`src/rtl/mouse_pkg.sv`:
```
// mouse_pkg: shared state type, coordinate type and default visible-area limits
package mouse_pkg;
    typedef enum logic [1:0] {S_IDLE, S_SETTLE, S_PEND} mpos_state_t;
    typedef logic [11:0] coord_t;
    localparam coord_t X_MAX_DEF = 12'd1023;
    localparam coord_t Y_MAX_DEF = 12'd767;
endpackage

```
`src/rtl/mouse_pos_ctl_bit_sync.sv`:
```
// bit_sync: multi-flop synchroniser with synchronous reset, one chain per bit
module bit_sync #(
    parameter int WIDTH  = 1,
    parameter int STAGES = 2
) (
    input  logic             clk,
    input  logic             rst,
    input  logic [WIDTH-1:0] i_d,
    output logic [WIDTH-1:0] o_q
);
    logic [STAGES-1:0][WIDTH-1:0] r_ff;
    // shift the asynchronous input through the flop chain
    always_ff @(posedge clk) begin
        if (rst) r_ff <= '0;
        else     r_ff <= {r_ff[STAGES-2:0], i_d};
    end
    assign o_q = r_ff[STAGES-1];
endmodule

```
`src/rtl/mouse_pos_ctl.sv`:
```
// mouse_pos_ctl: synchronise, debounce, clamp and vblank-commit mouse coordinates.
// Optional MOUSE_CLICK_EN adds a synchronised, debounced left-button click pulse.
module mouse_pos_ctl
    import mouse_pkg::*;
#(
    parameter coord_t X_MAX       = X_MAX_DEF,
    parameter coord_t Y_MAX       = Y_MAX_DEF,
    parameter int     SYNC_STAGES = 2,
    parameter int     STABLE_CYC  = 4
) (
    input  logic        clk,
    input  logic        rst,
    input  logic [11:0] mouse_xpos,
    input  logic [11:0] mouse_ypos,
    input  logic        mouse_left,
    input  logic        vblnk,
    output logic [11:0] xpos,
    output logic [11:0] ypos,
    output logic        pos_upd,
    output logic        left_click
);
    localparam int CW = (STABLE_CYC > 1) ? $clog2(STABLE_CYC) : 1;

    mpos_state_t   r_state, w_state_n;
    coord_t        w_sx, w_sy, w_cx, w_cy;
    logic [23:0]   w_smp, r_smp_d, r_raw_acc, r_cand, r_pos;
    logic [23:0]   w_raw_acc_n, w_cand_n, w_pos_n;
    logic [CW-1:0] r_cnt, w_cnt_n;
    logic          r_vblnk_d, w_vb_rise, r_upd, w_upd_n;

    bit_sync #(.WIDTH(12), .STAGES(SYNC_STAGES)) u_sync_x (.clk(clk), .rst(rst), .i_d(mouse_xpos), .o_q(w_sx));
    bit_sync #(.WIDTH(12), .STAGES(SYNC_STAGES)) u_sync_y (.clk(clk), .rst(rst), .i_d(mouse_ypos), .o_q(w_sy));

    assign w_smp     = {w_sx, w_sy};
    assign w_cx      = (w_sx > X_MAX) ? X_MAX : w_sx;
    assign w_cy      = (w_sy > Y_MAX) ? Y_MAX : w_sy;
    assign w_vb_rise = vblnk & ~r_vblnk_d;

    // next-state: settle on any change, hold the candidate until vblank rises
    always_comb begin
        w_state_n   = r_state;
        w_cnt_n     = r_cnt;
        w_raw_acc_n = r_raw_acc;
        w_cand_n    = r_cand;
        w_pos_n     = r_pos;
        w_upd_n     = 1'b0;
        case (r_state)
            S_IDLE: if (w_smp != r_raw_acc) begin
                w_state_n = S_SETTLE;
                w_cnt_n   = '0;
            end
            S_SETTLE: if (w_smp != r_smp_d) w_cnt_n = '0;
            else begin
                w_cnt_n = r_cnt + CW'(1);
                if (r_cnt == CW'(STABLE_CYC - 1)) begin
                    w_raw_acc_n = w_smp;
                    w_cand_n    = {w_cx, w_cy};
                    w_state_n   = S_PEND;
                end
            end
            S_PEND: if (w_vb_rise) begin
                w_pos_n   = r_cand;
                w_upd_n   = r_cand != r_pos;
                w_state_n = S_IDLE;
            end else if (w_smp != r_raw_acc) begin
                w_state_n = S_SETTLE;
                w_cnt_n   = '0;
            end
            default: w_state_n = S_IDLE;
        endcase
    end

    // state and datapath registers
    always_ff @(posedge clk) begin
        if (rst) begin
            r_state   <= S_IDLE;
            r_cnt     <= '0;
            r_raw_acc <= '0;
            r_cand    <= '0;
            r_pos     <= '0;
            r_upd     <= 1'b0;
            r_smp_d   <= '0;
            r_vblnk_d <= 1'b0;
        end else begin
            r_state   <= w_state_n;
            r_cnt     <= w_cnt_n;
            r_raw_acc <= w_raw_acc_n;
            r_cand    <= w_cand_n;
            r_pos     <= w_pos_n;
            r_upd     <= w_upd_n;
            r_smp_d   <= w_smp;
            r_vblnk_d <= vblnk;
        end
    end

    assign xpos    = r_pos[23:12];
    assign ypos    = r_pos[11:0];
    assign pos_upd = r_upd;

`ifdef MOUSE_CLICK_EN
    logic          w_left, r_left_d, r_btn_q, r_click;
    logic [CW-1:0] r_bcnt;

    bit_sync #(.WIDTH(1), .STAGES(SYNC_STAGES)) u_sync_l (.clk(clk), .rst(rst), .i_d(mouse_left), .o_q(w_left));

    // debounce: button follows the synced input after STABLE_CYC equal samples; pulse on press
    always_ff @(posedge clk) begin
        if (rst) begin
            r_left_d <= 1'b0;
            r_btn_q  <= 1'b0;
            r_click  <= 1'b0;
            r_bcnt   <= '0;
        end else begin
            r_left_d <= w_left;
            r_click  <= 1'b0;
            if (w_left != r_left_d) r_bcnt <= '0;
            else if (r_bcnt == CW'(STABLE_CYC - 1)) begin
                r_btn_q <= w_left;
                r_click <= w_left & ~r_btn_q;
            end else r_bcnt <= r_bcnt + CW'(1);
        end
    end

    assign left_click = r_click;
`else
    logic w_unused;
    assign w_unused   = mouse_left;
    assign left_click = 1'b0;
`endif
endmodule

```
`config.mk`:
```
export PLATFORM = sky130hd
export DESIGN_NAME = mouse_pos_ctl
export DESIGN_NICKNAME = d
export VERILOG_FILES = /design/src/rtl/mouse_pkg.sv /design/src/rtl/mouse_pos_ctl_bit_sync.sv /design/src/rtl/mouse_pos_ctl.sv
export SDC_FILE = /design/constraint.sdc
export NUM_CORES = 1
export LEC_CHECK = 0
export ABC_AREA = 1
export BUFFER_PORTS_ARGS = -buffer_cell sky130_fd_sc_hd__buf_2
export CAP_MARGIN = 10
export CORE_UTILIZATION = 30
export CTS_CLUSTER_SIZE = 14
export DETAILED_ROUTE_END_ITERATION = 12
export GPL_ROUTABILITY_DRIVEN = 0
export PLACE_DENSITY_LB_ADDON = 0.05
export SYNTH_ARGS = -nofsm -noshare
export SYNTH_HDL_FRONTEND = slang
export SYNTH_SLANG_ARGS = --single-unit
```
`constraint.sdc`:
```
create_clock -name clk -period 2.77 [get_ports clk]
set_input_delay 0.1385 -clock clk [delete_from_list [all_inputs] [get_ports clk]]
set_output_delay 0.1385 -clock clk [all_outputs]
set_load 0.02 [all_outputs]
```
======== Word-level counts from Yosys, hierarchy flattened ========
Cells that the tools add are included.
operators by class
  add/sub/neg operators ................... 1
  $lt $le $gt $ge ......................... 2
  eq/ne operators ......................... 9
  muxes and demuxes ....................... 11
  bitwise logic cells ..................... 5
  reductions and logical operators ........ 7
operator list
  operator                                               count
  inequality test 24 bit                                 3
  > comparator 12 x 10 -> 1 bit (second input constant)  2
  2-to-1 mux 12 bit                                      2
  2-to-1 mux 2 bit                                       7
  one-hot mux 2 bit (3 select lines)                     2
  inequality test 2 bit (second input constant)          3
  AND reduction 2 bit                                    3
  equality test 2 bit (second input constant)            2
  NOT 1 bit                                              4
  AND reduction 3 bit                                    1
  nonzero test 3 bit                                     1
  OR reduction 3 bit                                     1
  adder 2 x 1 -> 2 bit (second input constant)           1
  equality test 2 x 1 -> 1 bit (second input constant)   1
  logical NOT 2 bit                                      1
  bitwise AND 1 bit                                      1
storage, ports and cells
  register bits after elaboration ......... 150
  output and inout port bits .............. 26
  word-level logic and storage cells ...... 47

======== Depth between registers and ports, before layout ========
Gate-level depths: netlist of run 1.
  depth after elaboration ................. 4
  depth in mapped cells ................... 11

======== Modules after synthesis ========
From an unflattened synthesis of run 1, not the netlist that was laid out.
unflattened totals
  cell total of the unflattened synthesis .. 790
  area, all modules ....................... 6170.9 µm²
by module, submodules not included
  module         instances  cells each  area each (µm²)  sequential area each (µm²)
  mouse_pos_ctl  1          618         4624.4           2042.0
  bit_sync       2          86          773.2            480.5

======== Least setup slack after synthesis of run 1 ========
Ideal clock, no wire load.
  kind .................................... register to register
  start ................................... reg u_sync_y.r_ff, in the netlist u_sync_y.o_q[5]
  end ..................................... reg r_raw_acc[9]
  library setup time ...................... 0.132 ns
  data arrival time ....................... 1.405 ns
  path slack .............................. 1.232 ns
  cell stages (with the launch flop) ...... 11
  path buffers ............................ 2
  cells stage by stage .................... dfxtp_1 xnor2_1 nand2_1 nor2_1 nand2_1 nor2_2 nand4_2 buf_4 buf_4 nand2_1 a21oi_1
between the ends
  cells in the longest elaborated chain, start to end .. 3
RTL lines
  element                        RTL line                      text
  start: declaration             mouse_pos_ctl_bit_sync.sv:11  logic [STAGES-1:0][WIDTH-1:0] r_ff;
  start signal: assignment       mouse_pos_ctl_bit_sync.sv:15  else r_ff <= {r_ff[STAGES-2:0], i_d};
  inequality test 24 bit         mouse_pos_ctl.sv:52           S_SETTLE: if (w_smp != r_smp_d) w_cnt_n = '0;
  NOT 1 bit (no line)            n/a
  AND reduction 3 bit (no line)  n/a
  end signal: assignment         mouse_pos_ctl.sv:87           r_raw_acc <= w_raw_acc_n;
  end: declaration               mouse_pos_ctl.sv:26           logic [23:0] w_smp, r_smp_d, r_raw_acc, r_cand, r_pos;
Every way passes these cells.
A chain may end at the register's enable or synchronous reset.

======== Worst setup path after layout of run 1 ========
  start ................................... reg u_sync_x.r_ff, in the netlist u_sync_x.o_q[1]
  end ..................................... reg r_cand[8]
between the ends
  cells in the longest elaborated chain, start to end .. 3
RTL lines
  element                        RTL line                      text
  start: declaration             mouse_pos_ctl_bit_sync.sv:11
  start signal: assignment       mouse_pos_ctl_bit_sync.sv:15
  inequality test 24 bit         mouse_pos_ctl.sv:52
  NOT 1 bit (no line)            n/a
  AND reduction 3 bit (no line)  n/a
  end signal: assignment         mouse_pos_ctl.sv:88           r_cand <= w_cand_n;
  end: declaration               mouse_pos_ctl.sv:26
Every way passes these cells.

==> results of run 1 <==
==> layer usage <==
metal,GRT usage,part of all wire
met5,0,0
met4,0.0638,0.018
met3,0.0320,0.043
met2,0.202,0.42
met1,0.177,0.51
==> layout make-up <==
cell class | count | area [um^2]
fillers | 2089 | 12200
clock inverters | 13 | 181
inverters | 119 | 447
multi-input cells | 458 | 2370
well taps | 265 | 332
clock buffers | 18 | 429
repair buffers | 85 | 576
flip-flops and latches | 150 | 3000
==> flip-flops by register name, indices dropped and copies added (netlist names), 12 cells and up <==
signal and count:
r_cand 24, r_pos 24, r_raw_acc 24, r_smp_d 24
u_sync_x.o_q 12, u_sync_x.r_ff 12, u_sync_y.o_q 12, u_sync_y.r_ff 12
==> how the worst max path moves through the flow <==
stage               slack, ns  depth (start not counted)                         to                  startpoint
finish                   0.91                          8     r_cand[8]$_SDFFE_PP0P_  u_sync_x.o_q[1]$_SDFF_PP0_
global route             0.65                         10    r_state[0]$_SDFFE_PP0P_  u_sync_x.o_q[4]$_SDFF_PP0_
CTS                      0.88                          9     r_cand[8]$_SDFFE_PP0P_  u_sync_x.o_q[4]$_SDFF_PP0_
detailed placement       0.89                          9     r_cand[8]$_SDFFE_PP0P_  u_sync_x.o_q[4]$_SDFF_PP0_
global placement         0.94                          9     r_cand[8]$_SDFFE_PP0P_  u_sync_y.o_q[1]$_SDFF_PP0_
floorplan                1.23                         10  r_raw_acc[9]$_SDFFE_PP0P_  u_sync_y.o_q[5]$_SDFF_PP0_
==> kinds of logic (layout without fill, tap and decap cells) <==
group,after synthesis,count (layout),synth area share
fa+ha+maj,1,1,0.00208
flops,150,150,0.500
simple gates,307,307,0.229
compound gates,87,87,0.0729
buf+inv,157,235,0.106
xor+xnor,62,62,0.0904
other cells,1,1,0.000624
==> repair_timing <==
action	CTS	global route
buffers inserted	0	0
hold buffers	25	0
hold endpoints to repair	25	0
==> metrics by stage <==
stage	std cells	instance area (um^2)	setup slack [ns]	power (mW)
after floorplan	765	6010	1.23	2.44
after global placement	1052	6480	0.935	2.52
after detailed placement	1052	6480	0.892	2.52
after CTS	1108	7340	0.884	4.98
after global routing	1108	7340	0.649	5.11
final	1108	7340	0.914	4.89
==> power by group through the flow <==
stage | logic (mW) | clock network, mW | registers (mW)
after detailed placement | 0.233 | 0 | 2.29
after floorplan | 0.167 | 0 | 2.27
final | 0.253 | 2.40 | 2.24
after CTS | 0.261 | 2.48 | 2.24
after global routing | 0.291 | 2.58 | 2.24
after global placement | 0.232 | 0 | 2.28
==> cell usage in the layout (no fill, tap or decap), types with 3 or more instances in the layout <==
cell	instances
xnor2_1	44
or2_2	12
buf_2	50
clkinv_2	4
nand3_1	14
dlygate4sd3_1	25
xor2_1	18
a21oi_1	50
o21ai_0	34
inv_1	118
dfxtp_1	150
nor2_2	3
nor3_2	10
nand4_1	30
nor2_1	122
nand2_1	111
clkbuf_16	17
bufinv_16	4
buf_4	10
==> metrics.md, run 1 <==
| Metric | Value |
|---|---|
| Run status | finished, final reports clean |
| Drt total wl | 12.7 mm |
| PortBufs | 51 |
| CP max stage cell | dfxtp_1 |
| Clock buffer depth | 2 |
| Worst VDD drop | 417 uV |
| CP required | 3.12 ns |
| Initial drt markers | 251 |
| Die X | 144 um |
| # H-tree levels | 4 |
| Seq/Total Area, Yosys | 0.500 |
| Fraction of layout cells with a size suffix above 1 | 0.140 |
| Area leader, netlist | dfxtp_1 |
| Crit path max-delay family | simple AND/OR/NAND/NOR gates |
| Ports | 54 |
| Grt ovf | 0 |
| GRT Overall Usage | 0.133 |
| Synth Flop Type | dfxtp_1 |
| Mean post-synth cell area | 7.85 um^2 |
| YS warnings | 0 |
| CTS Sinks | 150 |
| CP Launch Type | register |
| Internal power | 3.81 mW |
| Final Hold Viols | 0 |
| Initial antenna violation count | 0 |
| Chip height | 144 um |
| CTS root buf | clkbuf_16 |
| Final setup viols | 0 |
| Hold Path Depth | 2 |
| PwrDens | 666 nW/um^2 |
| Rows | 51 |
| Drt first pass iters | 5 |
| DRT antenna net count | 0 |
| Clock Latency Late Sink | 0.42 ns |
| Leak | 3.39 nW |
| Reg-to-reg endpoint | r_cand[8]$_SDFFE_PP0P_ |
| Final Core Density | 0.376 |
| DR vias | 4624 |
| Most common cell in the netlist | dfxtp_1 |
| Largest net degree at the start of global routing | 52 |
| Post-synth top area share | 0.500 |
| Synth cell count leaders | dfxtp_1 (150), nor2_1 (123), inv_1 (118) |
| F_max | 539 MHz |
| R2R Setup Slk | 0.91 ns |
| RSZ-0062 raised after global routing | false |
| Ranking of synthesized cells by area | dfxtp_1 (50%), nor2_1 (7.7%), inv_1 (7.4%) |
| TritonCTS clock tree | yes |
| Fin Hold WS | 0.189 ns |
| NetSw | 1.09 mW |
| CP max FO | 28 |
| Min-Delay Endpoint | r_cand[0]$_SDFFE_PP0P_ |
| Clock Power Share | 0.491 |
| Crit path buf inv count | 1 |
| Netlist Area Pre-Place | 6010 um^2 |
| Post-synth ARST share | 0 |
| Area of the core | 19500 um^2 |
| Crit-path max cell delay | 0.50 ns |
| Slew @ Worst Pin | 0.708 ns |
| CTS clk-pin slew, worst paths | 0.06 ns |
| Vias/cell | 4.17 |
| Post-Synthesis Cells | 765 |
| R2R cell count | 8 |
| Vias in the first global route | 4180 |
| Clk_skew | 0.00755 ns |
| Post-synth EDFFs | 0 |
| Slew Viols, Final | 0 |
| HPWL after detailed placement | 8.27 mm |
| Resized cells post-CTS | 0 |
| Sequential Power Share | 0.457 |
| DRC | 0 |
| Sequence of cells on the critical path | xor2_1 > nor2_1 > nand2_1 > nor2_2 > inv_2 > nor2_8 > nand4_1 > a21oi_1 |
| Syn nets | 794 |
| Initial core utilization | 0.308 |
| # Max-Cap Violations | 0 |
| Hold_sp | rst |
| Inserted Clock Buffers | 17 |
| Synth unique cells | 26 |
| Routed length per instance | 11.5 um |
| Yosys reg bits | 150 |
| Combinational Power Share | 0.052 |
| First-pass GRT wire length | 20.8 mm |
| Slew HR | 0.526 |
| Die footprint | 20600 um^2 |
| Antenna cells | 0 |
| Period utilisation layout | 0.670 |
| Crit. End Element | register |
| CP arrival | 2.20 ns |
| Min Tclk post-route | 1.86 ns |
| Tightest Hold Check Type | in2reg |
| Area Overhead vs Synth | 22.2% |
| Worst flop-to-flop path startpoint | u_sync_x.o_q[1]$_SDFF_PP0_ |
| Sw frac | 0.222 |
| Setup TNS | 0 ns |
| Final nets | 860 |
| Critical path class | reg2reg |
Note: power is estimated with default switching activity, not from simulation.
==> run 2: changes to the inputs <==
==> constraint.sdc (replaced) <==
create_clock -name clk -period 1.5 [get_ports clk]
set_input_delay 0.075 -clock clk [delete_from_list [all_inputs] [get_ports clk]]
set_output_delay 0.075 -clock clk [all_outputs]
set_load 0.02 [all_outputs]
==> run 2 against run 1 <==
Against the previous run: register-to-register slack lost 1.2 ns; wire length grew 15%; the run now ends with negative setup slack left; setup slack lost 1.2 ns; worst hold slack gained 0.19 ns; design area grew 14%; final cell count grew 4.6%; clock power grew 82%; total power grew 87%.
==> metrics.md, run 2 (synthesized netlist as in run 1, its figures left out) <==
| Metric | Value |
|---|---|
| Period utilisation layout | 1.16 |
| Ports | 54 |
| Die X | 144 um |
| CTS root buf | clkbuf_16 |
| Crit. End Element | register |
| Tightest Hold Check Type | in2reg |
| Worst VDD drop | 730 uV |
| R2R cell count | 11 |
| Clock Latency Late Sink | 0.42 ns |
| Grt ovf | 0 |
| Failing checks | negative setup slack |
| Vias/cell | 4.19 |
| Internal power | 7.09 mW |
| Final nets | 911 |
| DRT antenna net count | 0 |
| Initial drt markers | 199 |
| Initial antenna violation count | 0 |
| GR met1 Demand/Resource | 0.203 |
| Reg-to-reg endpoint | r_cand[16]$_SDFFE_PP0P_ |
| TritonCTS clock tree | yes |
| Clk_skew | 0.00853 ns |
| Fin Hold WS | 0.382 ns |
| Chip height | 144 um |
| CP arrival | 2.06 ns |
| Fraction of layout cells with a size suffix above 1 | 0.291 |
| Rows | 51 |
| Antenna cells | 0 |
| Worst flop-to-flop path startpoint | r_smp_d[10]$_SDFF_PP0_ |
| RSZ-0062 raised after global routing | true |
| DRC | 0 |
| Setup TNS | -9.21 ns |
| Leak | 3.77 nW |
| PwrDens | 1090 nW/um^2 |
| GRT Overall Usage | 0.151 |
| Routed length per instance | 12.6 um |
| Clock Power Share | 0.479 |
| Combinational Power Share | 0.071 |
| First-pass GRT wire length | 23.6 mm |
| Largest net degree at the start of global routing | 58 |
| HPWL after detailed placement | 8.73 mm |
| Inserted Clock Buffers | 17 |
| Drt first pass iters | 4 |
| CP required | 1.82 ns |
| Fin worst setup slack | -0.240 ns |
| Critical path class | reg2reg |
| Die footprint | 20600 um^2 |
| Sequential Power Share | 0.450 |
| CP Launch Type | register |
| Hold Path Depth | 4 |
| Area Overhead vs Synth | 38.9% |
| DR vias | 4856 |
| Final Hold Viols | 0 |
| Area of the core | 19500 um^2 |
| NetSw | 2.04 mW |
| Vias in the first global route | 4693 |
| Drt total wl | 14.6 mm |
| Run status | finished with violations |
| PortBufs | 51 |
| Commonest non-fill, non-tap cell in the layout | dfxtp_1 |
| # H-tree levels | 4 |
| Final setup viols | 51 |
| Slew Viols, Final | 0 |
| Min-Delay Endpoint | u_sync_y.r_ff[10]$_SDFF_PP0_ |
| Sw frac | 0.223 |
| GRT met2 Usage | 0.235 |
| R2R Setup Slk | -0.24 ns |
| Hold_sp | mouse_ypos[10] |
| Clock buffer depth | 2 |
| GR Util met3 | 0.0307 |
| Final Core Density | 0.427 |
| GRT busiest layer | met2 |
| CP max FO | 8 |
| Min Tclk post-route | 1.74 ns |
| F_max | 575 MHz |
| Pre-CTS setup slack | -0.224 ns |
| Most frequent cells in the layout | dfxtp_1 (129), inv_1 (118), nor2_1 (114), nand2_1 (79), buf_2 (50) |
| # Max-Cap Violations | 0 |
| Initial core utilization | 0.308 |
| CTS clk-pin slew, worst paths | 0.06 ns |
| CTS Sinks | 150 |
==> run 2: changes by cell type in the layout (fill, tap and decap cells not counted), moves of 7 or more <==
cell,before,now
o21ai_1,2,9
nand2_2,0,15
dfxtp_1,150,129
nand2_4,0,17
nand2_1,111,79
a21oi_1,50,31
o21ai_0,34,26
nor2_1,122,114
buf_4,10,44
dfxtp_2,0,21
a21oi_2,0,19
==> run 2: final cells by class <==
cell class	instances	area [um^2]
clock buffers	23	478
multi-input cells	458	2780
clock inverters	8	123
inverters	119	447
fillers	2042	11200
repair buffers	136	1160
well taps	265	332
flip-flops and latches	150	3030
==> run 2: metrics by stage <==
step | power, mW | instances | cell area [um^2]
finish | 9.13 | 1159 | 8340
global route | 9.52 | 1159 | 8340
CTS | 9.20 | 1154 | 7920
detailed placement | 4.72 | 1088 | 6820
global placement | 4.71 | 1088 | 6820
floorplan | 4.51 | 765 | 6040
==> run 2: power by group through the flow <==
stage | Sequential [mW] | Clock [mW] | Combinational, mW
final | 4.11 | 4.37 | 0.646
after detailed placement | 4.19 | 0 | 0.524
after CTS | 4.11 | 4.49 | 0.610
after floorplan | 4.20 | 0 | 0.310
after global routing | 4.12 | 4.68 | 0.719
after global placement | 4.19 | 0 | 0.522
==> run 2: metal layers <==
| layer | vias to the layer above | wire length, um |
|---|---|---|
| li1 | 2576 | - |
| met1 | 2183 | 7360 |
| met2 | 81 | 6560 |
| met3 | 16 | 480 |
| met4 | 0 | 223 |
| met5 | - | 0 |
==> run 2: worst max-delay path by stage <==
stage               slack [ns]                      end                         from  cells after the start
global route             -0.37  r_cand[13]$_SDFFE_PP0P_  u_sync_y.o_q[11]$_SDFF_PP0_                     11
global placement         -0.19   r_cand[0]$_SDFFE_PP0P_   u_sync_y.o_q[7]$_SDFF_PP0_                      9
finish                   -0.24  r_cand[16]$_SDFFE_PP0P_       r_smp_d[10]$_SDFF_PP0_                     11
detailed placement       -0.22   r_cand[2]$_SDFFE_PP0P_   u_sync_y.o_q[7]$_SDFF_PP0_                      9
CTS                      -0.23  r_cand[18]$_SDFFE_PP0P_   u_sync_y.o_q[7]$_SDFF_PP0_                      9
floorplan                0.004  r_cand[16]$_SDFFE_PP0P_   u_sync_y.o_q[3]$_SDFF_PP0_                     10
==> run 2: worst max-delay path, stage by stage, from the launching register on <==
cell and delay, ns:
dfxtp_2 0.33, xor2_2 0.17, inv_1 0.05, nand2_1 0.06, nor2_2 0.14, nand2_2 0.08, nor2_4 0.13, nand4_4 0.14
buf_6 0.20, clkbuf_16 0.19, nor3_2 0.11, nor2_1 0.05
==> run 2: repair_timing <==
action | 4_1_cts | 5_1_grt
setup endpoints to repair | 52 | 54
hold endpoints to repair | 36 | 0
buffers inserted | 4 | 4
cloned | 5 | 3
gates resized for setup | 26 | 103
hold buffers | 26 | 0
pin swaps | 4 | 34
==> run 3: changes to the inputs <==
==> constraint.sdc (replaced) <==
create_clock -name clk -period 2.2 [get_ports clk]
set_input_delay 0.11 -clock clk [delete_from_list [all_inputs] [get_ports clk]]
set_output_delay 0.11 -clock clk [all_outputs]
set_load 0.02 [all_outputs]
==> run 3 against run 2 <==
Against the previous run: the flow now finishes without violations; total power decreased by 29%; wire length shrank 9.2%; combinational power down 47%; sequential power decreased by 32%; worst hold slack lost 0.23 ns; setup slack better by 0.54 ns; clock power is 23% lower; maximum frequency fell by 8.5%; global-route usage shrank 0.61 points; first-iteration DRC count grew 8.5%; via count down 4.8%; critical endpoint is now r_raw_acc[11]$_SDFFE_PP0P_.
==> metrics.md, run 3 (synthesized netlist as in run 1, its figures left out) <==
| Metric | Value |
|---|---|
| Vias in the first global route | 4415 |
| First-pass GRT wire length | 22.6 mm |
| R2R cell count | 10 |
| Final setup viols | 0 |
| Antenna cells | 0 |
| Placed insts | 1063 |
| HPWL after detailed placement | 8.71 mm |
| DRT antenna net count | 0 |
| Hold_sp | rst |
| Final nets | 871 |
| Vias/cell | 4.13 |
| Rows | 51 |
| Sequential Power Share | 0.431 |
| Min Tclk post-route | 1.90 ns |
| GRT Overall Usage | 0.145 |
| Sequence of cells on the critical path | xnor2_1 > nand2_1 > nor2_1 > nand2_1 > inv_1 > nand2_1 > nor2_8 > buf_12 > nand4_1 > a21oi_1 |
| Period utilisation layout | 0.865 |
| Clock Latency Late Sink | 0.41 ns |
| Clk_skew | 0.00991 ns |
| # H-tree levels | 4 |
| Most numerous cell on the critical path | nand2_1 |
| Run status | finished, final reports clean |
| Clock buffer depth | 2 |
| Initial drt markers | 216 |
| CP max FO | 16 |
| Largest net degree at the start of global routing | 62 |
| Die footprint | 20600 um^2 |
| CP Launch Type | register |
| Leak | 3.49 nW |
| # Max-Cap Violations | 0 |
| Inserted Clock Buffers | 17 |
| Number of setup buffers added after CTS | 0 |
| Crit. End Element | register |
| Reg-to-reg endpoint | r_raw_acc[11]$_SDFFE_PP0P_ |
| Grt ovf | 0 |
| Ports | 54 |
| Clock Power Share | 0.516 |
| Critical path class | reg2reg |
| CTS Sinks | 150 |
| Worst flop-to-flop path startpoint | u_sync_y.o_q[6]$_SDFF_PP0_ |
| Area of the core | 19500 um^2 |
| Sw frac | 0.204 |
| Initial antenna violation count | 0 |
| RSZ-0062 raised after global routing | false |
| Final Hold Viols | 0 |
| Worst VDD drop | 489 uV |
| NetSw | 1.33 mW |
| Tightest Hold Check Type | in2reg |
| Drt total wl | 13.3 mm |
| PortBufs | 51 |
| Chip height | 144 um |
| CP required | 2.54 ns |
| F_max | 526 MHz |
| Crit path max-delay family | simple AND/OR/NAND/NOR gates |
| Crit-path max cell delay | 0.45 ns |
| Combinational Power Share | 0.052 |
| CP arrival | 2.24 ns |
| Routed length per instance | 11.9 um |
| Slew @ Worst Pin | 0.622 ns |
| CTS root buf | clkbuf_16 |
| Slew Viols, Final | 0 |
| Slew HR | 0.584 |
| Setup TNS | 0 ns |
| TritonCTS clock tree | yes |
| Die X | 144 um |
| Crit path buf inv count | 2 |
| Fin Hold WS | 0.148 ns |
| Internal power | 5.18 mW |
| Register area | 3000 um^2 |
| R2R Setup Slk | 0.30 ns |
| CP max stage cell | dfxtp_1 |
| Fill cell count | 2098 |
| DRC | 0 |
| DR vias | 4623 |
| Final Core Density | 0.385 |
| Most frequent cells in the layout | dfxtp_1 (150), nor2_1 (122), inv_1 (118), nand2_1 (111) |
| Area Overhead vs Synth | 25.1% |
| Drt first pass iters | 6 |
| CTS clk-pin slew, worst paths | 0.06 ns |
| Fraction of layout cells with a size suffix above 1 | 0.148 |
| PwrDens | 866 nW/um^2 |
| Hold Path Depth | 2 |
| Power, Total | 6.51 mW |
| Initial core utilization | 0.308 |
| Final Non-Filler Cells | 1119 |
| Min-Delay Endpoint | r_cand[9]$_SDFFE_PP0P_ |
| Multi-input gate area | 2370 um^2 |
| Commonest non-fill, non-tap cell in the layout | dfxtp_1 |
==> run 3: cell type report <==
class,instances,area share
Clock buffer,22,0.0604
Tap cell,265,0.0441
Clock inverter,9,0.0296
Inverter,119,0.0594
Timing Repair Buffer,96,0.0909
Multi-Input combinational cell,458,0.316
Sequential cell,150,0.400
==> run 3: worst max path at each step <==
stage,startpoint,end,slack (ns),depth (start not counted)
global placement,u_sync_y.o_q[7]$_SDFF_PP0_,r_cand[15]$_SDFFE_PP0P_,0.34,9
detailed placement,u_sync_y.o_q[7]$_SDFF_PP0_,r_raw_acc[11]$_SDFFE_PP0P_,0.29,10
finish,u_sync_y.o_q[6]$_SDFF_PP0_,r_raw_acc[11]$_SDFFE_PP0P_,0.30,10
global route,u_sync_y.o_q[6]$_SDFF_PP0_,r_raw_acc[22]$_SDFFE_PP0P_,0.08,10
floorplan,u_sync_y.o_q[5]$_SDFF_PP0_,r_raw_acc[9]$_SDFFE_PP0P_,0.66,10
CTS,u_sync_y.o_q[7]$_SDFF_PP0_,r_raw_acc[11]$_SDFFE_PP0P_,0.27,10
==> run 3: per-stage QoR <==
| step | cell area [um^2] | worst slack (ns) |
|---|---|---|
| floorplan | 6010 | 0.662 |
| global placement | 6590 | 0.339 |
| detailed placement | 6590 | 0.288 |
| CTS | 7510 | 0.266 |
| global route | 7510 | 0.0834 |
| finish | 7510 | 0.298 |
==> run 3: per-layer routing <==
metal,track usage,wire length [um],vias to the layer above
met2,0.215,5760,83
met1,0.199,6920,2037
li1,-,-,2498
met4,0.0487,99,0
met3,0.0407,497,5
met5,0,0,-
==> run 3: worst reg2reg max path, stage by stage (launching register included) <==
cell and delay [ns]:
dfxtp_1 0.45, xnor2_1 0.15, nand2_1 0.07, nor2_1 0.15, nand2_1 0.13, inv_1 0.08
nand2_1 0.11, nor2_8 0.28, buf_12 0.19, nand4_1 0.09, a21oi_1 0.15
==> run 3: what timing repair did <==
| action | in CTS | in global routing |
|---|---|---|
| hold endpoints to repair | 25 | 0 |
| endpoints found under the setup margin | 0 | 0 |
| hold buffers | 25 | 0 |
| gates resized for setup | 0 | 0 |
==> run 3: power groups by stage <==
stage               logic [mW]  registers, mW  clock network [mW]
floorplan                0.211           2.86                   0
global placement         0.314           2.87                   0
detailed placement       0.316           2.87                   0
CTS                      0.350           2.81                3.46
global route             0.390           2.81                3.60
finish                   0.342           2.81                3.36
